## config.mk

```make
export PLATFORM = sky130hd
export DESIGN_NAME = sprite_pixel_fifo
export DESIGN_NICKNAME = d
export VERILOG_FILES = /design/src/rtl/sprite_pixel_fifo.sv
export SDC_FILE = /design/constraint.sdc
export NUM_CORES = 1
export LEC_CHECK = 0
export ABC_AREA = 1
export CORE_UTILIZATION = 50
export CTS_CLUSTER_SIZE = 20
export DETAILED_ROUTE_END_ITERATION = 8
export PLACE_DENSITY = 0.7
export SYNTH_ARGS = -nofsm -noshare
export SYNTH_HDL_FRONTEND = slang
export SYNTH_SLANG_ARGS = --single-unit
```

## constraint.sdc

```tcl
create_clock -name clk -period 3.3 [get_ports clk]
set_clock_uncertainty 0.2 [all_clocks]
set_input_delay 0.66 -clock clk [delete_from_list [all_inputs] [get_ports clk]]
set_output_delay 0.66 -clock clk [all_outputs]
set_load 0.005 [all_outputs]
```

## src/rtl/sprite_pixel_fifo.sv

```systemverilog
// Eight-entry sprite pixel FIFO: merges fetched sprite rows into the pixel slots
// under DMG/CGB priority and shifts one pixel per LCD push toward the mixer.
module sprite_pixel_fifo #(
    parameter int MAX_SPRITES = 10
) (
    input  logic       clk,
    input  logic       reset_n,
    input  logic       ce,
    input  logic       is_cgb,
    input  logic       line_start,
    input  logic       load,
    input  logic [7:0] tile0_in,
    input  logic [7:0] tile1_in,
    input  logic       pal_in,
    input  logic       prio_in,
    input  logic [2:0] cgb_pal_in,
    input  logic [3:0] index_in,
    input  logic       shift,
    output logic [1:0] spr_color,
    output logic       spr_pal,
    output logic       spr_prio,
    output logic [2:0] spr_cgb_pal,
    output logic [3:0] spr_index,
    output logic [3:0] sprites_loaded,
    output logic       load_dropped
);

    // Entry layout: {color[1:0], pal, prio, cgb_pal[2:0], index[3:0]}
    localparam logic [10:0] EMPTY = 11'h00F;

    logic [10:0] fifo_q   [8];
    logic [10:0] shifted  [8];
    logic [10:0] fifo_d   [8];
    logic [1:0]  new_color[8];
    logic [3:0]  cnt_q;
    logic        saturated;
    logic        accept;

    // load is a strobe with no back-pressure: every ce-qualified load is either
    // merged (accept) or discarded (load_dropped) in the cycle it is presented.
    assign saturated    = (cnt_q >= 4'(MAX_SPRITES));
    assign accept       = ce & load & ~line_start & ~saturated;
    assign load_dropped = ce & load & ~line_start & saturated;

    always_comb begin
        for (int k = 0; k < 8; k++) begin
            shifted[k] = fifo_q[k];
        end
        if (shift) begin
            for (int k = 0; k < 7; k++) begin
                shifted[k] = fifo_q[k+1];
            end
            shifted[7] = EMPTY;
        end
        // Merge sees the post-shift contents, so new pixel i lands in slot i.
        for (int i = 0; i < 8; i++) begin
            new_color[i] = {tile1_in[7-i], tile0_in[7-i]};
            fifo_d[i]    = shifted[i];
            if (accept && new_color[i] != 2'd0 &&
                (shifted[i][10:9] == 2'd0 ||
                 (is_cgb && index_in < shifted[i][3:0]))) begin
                fifo_d[i] = {new_color[i], pal_in, prio_in, cgb_pal_in, index_in};
            end
        end
    end

    always_ff @(posedge clk or negedge reset_n) begin
        if (!reset_n) begin
            for (int k = 0; k < 8; k++) begin
                fifo_q[k] <= EMPTY;
            end
            cnt_q <= 4'd0;
        end else if (ce) begin
            if (line_start) begin
                for (int k = 0; k < 8; k++) begin
                    fifo_q[k] <= EMPTY;
                end
                cnt_q <= 4'd0;
            end else begin
                for (int k = 0; k < 8; k++) begin
                    fifo_q[k] <= fifo_d[k];
                end
                if (accept) begin
                    cnt_q <= cnt_q + 4'd1;
                end
            end
        end
    end

    assign spr_color      = fifo_q[0][10:9];
    assign spr_pal        = fifo_q[0][8];
    assign spr_prio       = fifo_q[0][7];
    assign spr_cgb_pal    = fifo_q[0][6:4];
    assign spr_index      = fifo_q[0][3:0];
    assign sprites_loaded = cnt_q;

endmodule

```

Yosys cells after proc, flatten, opt, wreduce, memory -nomap -nowiden
Cells that the tools add are included.
{ "totals": {"ff_bits": 92, "inputBits": 32, "out_inout_bits": 16} }
{ "op_classes": {"add_sub_neg": 1, "n_lt_le_gt_ge": 9, "n_mux": 12, "n_bitwise": 6, "reduce_logical": 66} }
{ "op_table": {"columns": ["operator", "count"], "rows": [
  ["two-way mux 88 bit", 2],
  ["two-way mux 11 bit", 8],
  ["< comparator 4 bit", 8],
  ["logical AND 1 bit", 24],
  ["nonzero test 3 bit", 8],
  ["AND reduction 2 bit", 9],
  ["nonzero test 2 bit", 9],
  ["logical NOT 2 bit", 8],
  ["logical OR 1 bit", 8],
  ["two-way mux 4 bit", 2],
  ["adder 4 x 1 -> 4 bit (second input constant)", 1],
  ["bitwise AND 1 bit", 4],
  [">= comparator 4 bit (second input constant)", 1],
  ["NOT 1 bit", 2]
]} }

Depth between registers and ports, before layout
{ "logic_depth": {"ltp_word": 7, "mapped_depth": 17, "depth_no_buf": 15} }

Worst setup path before layout
OpenSTA, ideal clock, no wires.
{ "synth_timing": {"path_type": "input-to-reg", "start": "input port shift", "end": "register fifo_q, in the netlist spr_cgb_pal[2]", "setup_ns": 0.084, "arrival_time_ns": 2.668, "t_required_ns": 3.016, "path_slack_ns": 0.349, "cell_stages": 13, "n_path_buf": 4, "cell_sequence": "buf_2 -> buf_2 -> clkbuf_1 -> o21ai_0 -> ha_1 -> a211oi_1 -> nand2_1 -> nand2_1 -> nand2_2 -> buf_2 -> nand2_1 -> nand3_1 -> o21ai_0"} }
{ "synth_via": {"elab_chain_cells": 7, "word_cells_on_any_way": 10, "classes_between": "order compare (1); mux (3); reduce/logical (6)"} }
{ "synth_rtl": {"columns": ["element", "line", "source"], "rows": [
  ["start, declared", "18", "input logic shift,"],
  ["two-way mux 88 bit", "49", "if (shift) begin"],
  ["< comparator 4 bit", "61", "(is_cgb && index_in < shifted[i][3:0]))) begin"],
  ["logical AND 1 bit", "61", null],
  ["logical OR 1 bit", "60", "(shifted[i][10:9] == 2'd0 ||"],
  ["logical AND 1 bit", "59", "if (accept && new_color[i] != 2'd0 &&"],
  ["nonzero test 3 bit (no line) / two-way mux 11 bit (equally long branches)", null, null],
  ["AND reduction 2 bit (no line) / two-way mux 88 bit (equally long branches)", null, null],
  ["end signal, assigned by index", "81", "fifo_q[k] <= fifo_d[k];"],
  ["end, declared", "31", "logic [10:0] fifo_q [8];"]
]} }
Parallel ways exist; a longest one is shown, timed or not. The select of a mux whose other input is x is not followed.
A chain may end at the register's enable or synchronous reset.

Worst setup path after layout
{ "layout_timing": {"start": "input port line_start", "end": "output port load_dropped"} }
{ "layout_via": {"elab_chain_cells": 3} }
{ "layout_rtl": {"columns": ["element", "line", "source"], "rows": [
  ["start, declared", "10", "input logic line_start,"],
  ["NOT 1 bit", "43", "assign load_dropped = ce & load & ~line_start & saturated;"],
  ["bitwise AND 1 bit (2 in a row)", "43", null],
  ["end, declared", "25", "output logic load_dropped"]
]} }
No other way between the ends.

==> metrics.txt <==
worst flop-to-flop path endpoint fifo_q[56]; register-to-register path setup slack 0.82 ns; Die Ht 116 µm; syn nets 1030; HP Class primary input to async pin; Num CTS Buffers 9; io pins 48; # rows 41; dpl hpwl 10.7 mm; nets 1058; Post-Syn Area per Cell 6.73 µm²; WS Path Type primary input to output pin; Iter 0 DRT Violations between 400 and 500; final instance area 0.00747 mm²; share of layout cells above drive strength 1 0.122; Gate Count Post-Synth 972; RSZ-0062 raised after global routing no; Non-Filler Instances between 1000 and 1500; Worst Max-Slew Pin Slew 0.658 ns; Vias about 6100; Final Critical Period between 2 and 3 ns; Final Hold Slack 0.121 ns; Initial Util 0.516; max-cap violations 0; crit start category primary input; Post-CTS Setup Bufs 0; CP Data Arrival Time 2.06 ns; vias in the first global route 5664; sequential area share after synthesis 0.358; Global Route Usage Sum 0.254; flops & latches, synth 92; Unique masters post-synth 31; r2r worst-path depth 12; PortBufs 47; Synth Warn # 0; crit-path max FO 4; Final Max Slew Viols 0; most frequent cells in the layout nand2_1, nand3_1, inv_1; first-pass GRT wire length 26.9 mm; core area 0.0127 mm²; Pwr per Cell Area 406 mW/mm²; final setup vio count 0; Leakage approximately 3.6 nW; Cell Area, Placed around 0.007 mm²; Total Power about 3 mW; final setup margin between 0.3 and 0.4 ns; drt via density 5.15; worst-case vdd ir drop ~260 µV; post-route clock period utilization 0.886; worst slack, placed 0.241 ns; Seq. cell area 0.00234 mm²; multi-input combinational cell area approximately 0.0035 mm²; WL/cell roughly 13 µm; max_slew headroom 0.559; Root Driver clkbuf_16; H-tree depth 3; total negative slack 0 ns; largest net degree at the start of global routing about 100; critical path required time 2.44 ns; Final Hold Vio Count 0; CTS resizes 0; Most used DFF post-synth dfrtp_1; die width roughly 120 µm; asr flop ratio synth 1.00; fmax 342 MHz; clk_lat worst skew 0.36 ns; Syn Std Cell Area 0.00654 mm²; final core occ 0.590; post-route ant nets 0; Reg clk slew, reported paths 0.07 ns; antenna violations before repair 0; GP Congestion 0.814; commonest non-fill, non-tap cell in the layout nand2_1; drt total wl 15.7 mm; CTS tree built; synth-to-layout area growth 14.3%; Clock Path Buffers 2; hold_buf cts 0; Setup crit end kind output pin; status completed; Placed Instances 1161; Worst R2R Start sprites_loaded[0]; Antenna Cells 0; GRT overflow 0; Initial DRT Pass Iterations 4; EDFF count, synth 0; # DRC 0; CTS sink cnt 92; Die Area between 0.01 and 0.015 mm²; filler instances 1244
-- sequential cells by signal, summed over array words and instances, names as in the netlist --
name / count
spr_index: 4
fifo_q: 77
sprites_loaded: 4
spr_cgb_pal: 3
spr_prio: 1
spr_pal: 1
spr_color: 2
-- report_power, final --
group          total, mW  internal, mW  switching, mW
clock               1.09         0.614          0.478
sequential          1.29          1.23         0.0568
combinational      0.659         0.261          0.398
-- cell families (layout without fill, tap and decap cells) --
| kind of cell | Yosys count | after routing | share of synthesized area |
|---|---|---|---|
| AND/OR/NAND/NOR | 547 | 547 | 0.362 |
| AO/OA/AOI/OAI | 132 | 132 | 0.115 |
| adder cells (fa/ha/maj) | 26 | 26 | 0.0497 |
| flip-flops | 92 | 92 | 0.358 |
| XOR/XNOR | 1 | 1 | 0.00134 |
| buffers and inverters | 174 | 207 | 0.113 |
-- Yosys cell counts, types with 7 or more instances --
cell      number  area share
nand2_1      319        0.18
nand3_1      135        0.10
inv_1        106       0.061
o21ai_0       67       0.051
dfrtp_1       60        0.23
nor2_1        50       0.029
dfstp_2       32        0.13
ha_1          26       0.050
buf_2         22       0.017
o21ai_1       21       0.016
or2_2         20       0.019
clkbuf_1      19       0.011
buf_4         14       0.016
a21boi_0      12       0.014
o22ai_1       12       0.011
nor2_4         8       0.014
a211oi_1       7      0.0080
and2_1         7      0.0067
nand2_2        7      0.0067
-- how the worst max path moves through the flow --
stage                           from        endpoint  slack (ns)
after floorplan                shift  spr_cgb_pal[2]        0.35
after global placement    line_start      fifo_q[61]        0.33
after detailed placement       shift        spr_prio        0.24
after CTS                 line_start    load_dropped        0.37
after global routing      line_start    load_dropped        0.27
final                     line_start    load_dropped        0.38
-- metal layers --
layer | wire length (µm) | global-route usage | share of wire
met1 | 7370 | 0.328 | 0.47
met2 | 7440 | 0.436 | 0.47
met3 | 589 | 0.0306 | 0.038
met4 | 265 | 0.0906 | 0.017
met5 | 0 | 0 | 0
-- area by class of cell --
class,count,share of cell area
multi-input combinational,706,0.462
sequential,92,0.313
timing repair buffer,78,0.0974
inverter,113,0.0568
clock buffer,10,0.0320
tap,172,0.0288
clock inverter,6,0.00921
-- critical path: stages --
cell and delay [ns]:
clkdlybuf4s50_1 0.51, nor2_4 0.16, inv_2 0.04, nor3_1 0.17, clkdlybuf4s50_1 0.52
Power figures use the tool's default switching activity.
